<file path="config.mk">
export PLATFORM = sky130hd
export DESIGN_NAME = mac_seq_ctrl
export DESIGN_NICKNAME = d
export VERILOG_FILES = /design/src/rtl/mac_seq_ctrl.sv
export SDC_FILE = /design/constraint.sdc
export NUM_CORES = 1
export LEC_CHECK = 0
export CAP_MARGIN = 15
export CORE_MARGIN = 4
export CORE_UTILIZATION = 40
export CTS_BUF_LIST = sky130_fd_sc_hd__clkbuf_16
export DETAILED_ROUTE_END_ITERATION = 7
export GPL_ROUTABILITY_DRIVEN = 0
export PLACE_DENSITY_LB_ADDON = 0.2
export SYNTH_ARGS = -nofsm -noshare
export SYNTH_HDL_FRONTEND = slang
export SYNTH_SLANG_ARGS = --single-unit
</file>
<file path="constraint.sdc">
create_clock -name clk -period 3.52 [get_ports clk]
set_input_delay 0.528 -clock clk [delete_from_list [all_inputs] [get_ports clk]]
set_output_delay 0.528 -clock clk [all_outputs]
set_load 0.01 [all_outputs]
</file>
<file path="src/rtl/mac_seq_ctrl.sv">
// Command sequencer for a MAC wrapper: configures the MAC, streams N operand
// pairs into it, reads the accumulated result back and returns it to the requester.
module mac_seq_ctrl #(
    parameter int DATA_W = 16
) (
    input  logic              clk,
    input  logic              rst_n,
    input  logic              cmd_valid,
    output logic              cmd_ready,
    input  logic              cmd_mode,
    input  logic [7:0]        cmd_len,
    input  logic              op_valid,
    output logic              op_ready,
    input  logic [DATA_W-1:0] op_a,
    input  logic [DATA_W-1:0] op_b,
    output logic              res_valid,
    input  logic              res_ready,
    output logic [DATA_W-1:0] res_data,
    output logic              res_err,
    output logic              busy,
    output logic              mac_enable,
    output logic              mac_valid,
    output logic              mac_read,
    output logic              mac_cfg,
    output logic              mac_mode,
    output logic [DATA_W-1:0] mac_a,
    output logic [DATA_W-1:0] mac_b,
    input  logic [DATA_W-1:0] mac_out,
    input  logic              mac_error
);

    typedef enum logic [2:0] {
        S_IDLE,
        S_CFG,
        S_RUN,
        S_READ,
        S_RESP
    } state_t;

    state_t            state_q, state_d;
    logic              mode_q, mode_d;
    logic [7:0]        len_q, len_d;
    logic [7:0]        cnt_q, cnt_d;
    logic              sticky_q, sticky_d;
    logic [DATA_W-1:0] res_data_q, res_data_d;
    logic              res_err_q, res_err_d;
    logic [7:0]        cnt_inc;

    assign cnt_inc = cnt_q + 8'd1;

    always_ff @(posedge clk or negedge rst_n) begin
        if (!rst_n) begin
            state_q    <= S_IDLE;
            mode_q     <= 1'b0;
            len_q      <= '0;
            cnt_q      <= '0;
            sticky_q   <= 1'b0;
            res_data_q <= '0;
            res_err_q  <= 1'b0;
        end else begin
            state_q    <= state_d;
            mode_q     <= mode_d;
            len_q      <= len_d;
            cnt_q      <= cnt_d;
            sticky_q   <= sticky_d;
            res_data_q <= res_data_d;
            res_err_q  <= res_err_d;
        end
    end

    always_comb begin
        state_d    = state_q;
        mode_d     = mode_q;
        len_d      = len_q;
        cnt_d      = cnt_q;
        sticky_d   = sticky_q;
        res_data_d = res_data_q;
        res_err_d  = res_err_q;
        cmd_ready  = 1'b0;
        op_ready   = 1'b0;
        res_valid  = 1'b0;
        mac_enable = 1'b0;
        mac_valid  = 1'b0;
        mac_read   = 1'b0;
        mac_cfg    = 1'b0;
        mac_mode   = 1'b0;
        mac_a      = '0;
        mac_b      = '0;

        unique case (state_q)
            S_IDLE: begin
                cmd_ready = 1'b1;
                if (cmd_valid) begin
                    mode_d   = cmd_mode;
                    len_d    = cmd_len;
                    cnt_d    = '0;
                    sticky_d = 1'b0;
                    // An empty command answers with an error and never touches the MAC.
                    if (cmd_len == 8'd0) begin
                        res_data_d = '0;
                        res_err_d  = 1'b1;
                        state_d    = S_RESP;
                    end else begin
                        state_d = S_CFG;
                    end
                end
            end
            S_CFG: begin
                mac_cfg  = 1'b1;
                mac_mode = mode_q;
                state_d  = S_RUN;
            end
            S_RUN: begin
                op_ready   = 1'b1;
                mac_enable = 1'b1;
                mac_mode   = mode_q;
                mac_valid  = op_valid;
                mac_a      = op_a;
                mac_b      = op_b;
                sticky_d   = sticky_q | mac_error;
                if (op_valid) begin
                    cnt_d = cnt_inc;
                    if (cnt_inc == len_q) begin
                        state_d = S_READ;
                    end
                end
            end
            S_READ: begin
                mac_enable = 1'b1;
                mac_read   = 1'b1;
                mac_mode   = mode_q;
                res_data_d = mac_out;
                res_err_d  = sticky_q | mac_error;
                state_d    = S_RESP;
            end
            S_RESP: begin
                res_valid = 1'b1;
                if (res_ready) begin
                    state_d = S_IDLE;
                end
            end
            default: begin
                state_d = S_IDLE;
            end
        endcase
    end

    assign busy     = (state_q != S_IDLE);
    assign res_data = res_data_q;
    assign res_err  = res_err_q;

endmodule
</file>
==> metrics <==
#FFs+latches synth=38; total clock sinks=38; Die Ht=79.0 um; syn nets=255; final WL=approximately 5600 um; CTS root buf=clkbuf_16; Compound-Gate Fraction of Synth Area=0.166; critical path endpoint category=output port; clk_lat worst skew=0.27 ns; core area=4820 um^2; Post-synth EDFFs=0; maximum vdd drop=0.675 mV; Worst R2R Path Depth=5; PnR worst setup slack=0.881 ns; pwr dens=724 nW/um^2; multi-input logic area=between 900 and 1000 um^2; Mapped Cells=191; Max Buffers Root-to-Sink=2; first-pass GRT wire length=9090 um; Min-Delay Path Depth=1; leading area contributor after synthesis=dfrtp_1; Tightest Hold Check Type=reg -> reg; clk_skew=roughly 0.0042 ns; Layout fillers=375; dpl cell area=3250 um^2; Avg Cell Area, Syn=10.6 um^2; sw frac=0.331; Max Cap Viol=0; final setup fails=0; Synth Cell Area=~2000 um^2; post-synthesis to final-layout area growth=67.8%; M2 GR Usage=0.283; Synth Area in Adders=0.00620; final antenna-violating net count=0; startpoint types=flop; CTS tree=done; Detail Placement HPWL=4370 um; RSZ-0062 raised after global routing=false; via count=about 1,900; GRT Resource Usage Total=0.185; Hold Fails Final Rpt=0; Worst slew margin=0.606; initial core utilization=0.419; Final Cycle Share=0.750; switching power=approximately 0.81 mW; Worst-path clk slew=approximately 0.050 ns; n_diodes=0; leakage power=1.44 nW; global route overflow=0; top_reg_cell synth=dfrtp_1; multiplexer share of the synthesized area=0.0502; DR iter-0 viols=between 80 and 90; synth warn=0; outcome=finished clean; r2r setup slk=1.67 ns; DR vias/cell=4.96; clock network fraction of design power=0.167; CP Class=reg -> out; Remaining DRCs=0; initial antenna violation count=0; Nets=374; row count=25; most heavily used metal layer in global routing=met2; commonest cells in the netlist=dfrtp_1 (38), and2_1 (36), a22o_1 (17), mux2_2 (9), nand2_1 (8); max-slew violation count=0; sequential fraction of the synthesis area=0.471; Die W=between 70 and 80 um; Sequential Area=951 um^2; met1 GRT Util=0.253; share of layout cells above drive strength 1=0.0935; CTS H-tree depth=2; fin crit period=2.64 ns; Logic pwr share=0.531; number of global-route vias before repair=~1,700; 1st-pass router iterations=4; DIE AREA=6250 um^2; worst slew pin tran=0.592 ns; simple-gate share of the synthesized area=0.216; largest net degree at the start of global routing=39; largest family of logic cells by synthesized area=simple AND/OR/NAND/NOR gates; hold_buf cts=0; cell with the most instances after synthesis=dfrtp_1; PortBufs=between 100 and 150; critical path peak fanout=26; Fin Setup TNS=0 ns; setup bufs post-CTS=0; Max Clock Freq=approximately 380 MHz; asr flop ratio synth=1.00; IO Pins=121; ranking of synthesized cells by area=dfrtp_1 (47%), and2_1 (11%), a22o_1 (7.4%), mux2_2 (5.0%), xor2_1 (2.6%); WL/cell=14.7 um; hold slack=slightly below 0.5 ns; Synth top area share=0.471; GR Util met3=0.0544; P_int=1.64 mW; post_cts resized=0; Worst EP arrival=~2.1 ns; worst endpoint required time=2.99 ns; DP Worst Slack=about 1.1 ns; design area=3390 um^2; TritonCTS Buffers=5; sequential power share=0.302; number of distinct library cells after synthesis=42; post-synthesis xor/xnor area fraction=0.0434
==> registers in the layout, indices dropped and copies added (netlist names) <==
| signal | flops |
|---|---|
| mode_q | 1 |
| len_q | 8 |
| state_q | 3 |
| res_data | 16 |
| res_err | 1 |
| sticky_q | 1 |
| cnt_q | 8 |
==> cell type report <==
class                      count  area share
sequential                    38       0.281
tap                           67      0.0248
inverter                       4     0.00443
multi-input combinational    137       0.287
timing repair buffer         124       0.364
clock inverter                 2     0.00296
clock buffer                   5      0.0369
==> cell usage in the layout (no fill, tap or decap), types with 2 or more instances in the layout <==
cell	instances
clkdlybuf4s50_1	120
nand2b_1	2
inv_1	3
a21oi_1	4
clkinv_2	2
and3_1	2
o31ai_1	3
xor2_1	6
a22o_1	17
nor2_1	7
nand2_1	8
nand4_1	2
buf_4	4
o21ai_0	7
o21ai_1	4
nor4_2	2
and2_1	36
mux2_2	9
nor2b_1	2
clkbuf_16	5
a211oi_1	2
nand3_1	3
xnor2_1	4
dfrtp_1	38
==> power groups by stage <==
stage                     sequential [mW]  combinational (mW)  clock [mW]
after detailed placement            0.742                1.32           0
after floorplan                     0.749               0.674           0
after CTS                           0.740                1.32       0.423
after global routing                0.767                1.41       0.444
final                               0.739                1.30       0.410
after global placement              0.745                1.30           0
==> per-layer routing <==
metal	vias up	share of wire
met5	-	0
met4	0	0.013
met3	6	0.096
met2	86	0.45
met1	873	0.44
li1	906	-
==> through the flow <==
step | utilization | power (mW) | instances
detailed placement | 0.675 | 2.06 | 370
CTS | 0.703 | 2.48 | 377
global placement | 0.675 | 2.04 | 370
finish | 0.703 | 2.45 | 377
global route | 0.703 | 2.62 | 377
floorplan | - | 1.42 | 191
==> critical path, stage by stage, from the launching register on <==
cell and delay [ns]:
dfrtp_1 0.48, nor3b_2 0.24, buf_4 0.26, nand2_2 0.15, inv_2 0.15, clkdlybuf4s50_1 0.56
==> logic make-up (layout without fill, tap and decap cells) <==
group | after synthesis | count (layout)
AO/OA/AOI/OAI | 45 | 45
XOR/XNOR | 10 | 10
flip-flops | 38 | 38
adder cells (fa/ha/maj) | 1 | 1
multiplexers | 9 | 9
buffers and inverters | 16 | 135
AND/OR/NAND/NOR | 72 | 72
==> worst paths after layout <==
| path | from | to |
|---|---|---|
| max | state_q[1] | mac_valid |
| min | res_data[11] | res_data[11] |
| max reg2reg | state_q[2] | cnt_q[7] |
| min reg2reg | res_data[11] | res_data[11] |
| max in group asynchronous | rst_n | res_data[13] |
| min in group asynchronous | rst_n | res_data[1] |
(Power assumes the default switching activity.)
==> RTL edit, RTL diff (same settings) <==
Register the output `res_err` once more, without a reset; this adds one clock of latency there. The other outputs are not delayed to match.
--- a/src/rtl/mac_seq_ctrl.sv
+++ b/src/rtl/mac_seq_ctrl.sv
@@ -148,5 +148,7 @@
     assign busy     = (state_q != S_IDLE);
     assign res_data = res_data_q;
-    assign res_err  = res_err_q;
+    always_ff @(posedge clk) begin
+        res_err <= res_err_q;
+    end
 
 endmodule
Function: changed (Yosys sat finds a counterexample within 4 cycles, from zero or initial values and one cycle with rst_n low).
==> RTL edit against the original RTL <==
  * Final area is 0.85% higher
  * Non-clock buffer count is 2 lower
  * Wire length is 5.7% higher
  * Critical endpoint unchanged
  * Count of clock-buffer cells in the layout stayed put
  * Sequential cell count is 1 higher
  * Power is 4.7% higher
  * Synthesized area is 0.99% higher
  * Setup slack worse by 0.030 ns
==> RTL edit: results (changes against the original RTL) <==
WL met3 495 um (-7.1%); gr usage total 18.8% (+0.34 points); area of the multi-input gates 971 sq um (unchanged); GRT met1 Usage 22.1% (-3.1 points); Mean Syn Cell Area 10.6 sq um (+0.47%); dpl cells 369 (-0.27%); Antenna Cells 0 (unchanged); pre-CTS setup slack 1.08 ns (+0.00235 ns); met2 Track Usage GR 33.0% (+4.7 points); Starting DRT DRC Count 85 (+3.7%); clock network power share 19.3% (+2.6 points); Peak VDD IR 0.513 mV (-24%); global-route wire length before repair 9230 um (+1.5%); Syn Nets 256 (+0.39%); wire length on met2 2900 um (+15%); WL final 5870 um (+5.7%); Post-Route M1 WL 2410 um (-1.2%); Fillers 378 (+0.80%); placed cell area 3250 sq um (unchanged); type of the worst min-delay path in -> async; combinational share of power 50.9% (-2.2 points); vias in the first global route 1,809 (+4.0%); Clock net power 496 uW (+21%); layout cells sized above 1 9.03% (-0.32 points); post-synthesis cell type count 43 (+2.4%); LEAKAGE 0.00145 uW (+0.71%); largest cells by area after synthesis dfrtp_1, and2_1, a22o_1; Synth warnings 0 (unchanged); Max-Slew Margin vs Limit 45.3% (-15 points); met3 Use GR 5.53% (+0.088 points); Vias/cell 4.96 (about the same); vias post-DR 1,870 (-0.053%); Detail Placement HPWL 4530 um (+3.6%); status completed; ys async rst share 97.4% (-2.6 points); net switching power 846 uW (+4.2%); clk_skew 0.00495 ns (+0.000704 ns); CP Data Arrival Time 2.14 ns (+0.03 ns); CP Max Fanout 38 (+46%)
## RTL edit: cell count changes after synthesis
cell,change
dfxtp_1,+1
## RTL edit: cell type report
cell class              instances  share of cell area (%)
inverters                       4                   0.440
well taps                      67                    2.45
repair buffers                122                    35.5
clock inverters                 3                    1.14
flip-flops and latches         39                    28.4
multi-input cells             137                    28.4
clock buffers                   5                    3.66
## RTL edit: logic make-up after synthesis
group	after synthesis	share of synthesized area, %
adders and majority gates	1	0.614
and+or+nand+nor	72	21.4
AOI/OAI and AO/OA	45	16.4
muxes	9	4.97
DFF	39	47.6
xor gates and xnor gates	10	4.30
buffers and inverters	16	4.73
## RTL edit: worst paths after layout
check                      startpoint          end  slack (ns)  cells after the start
max reg2reg                state_q[2]     cnt_q[7]        1.58                      5
min reg2reg                 res_err_q      res_err        0.38                      0
min in group clk            res_err_q      res_err        0.38                      0
max in group asynchronous       rst_n     len_q[1]        2.66                      1
min                             rst_n  res_data[4]        0.34                      1
max                        state_q[1]    mac_valid        0.85                      5
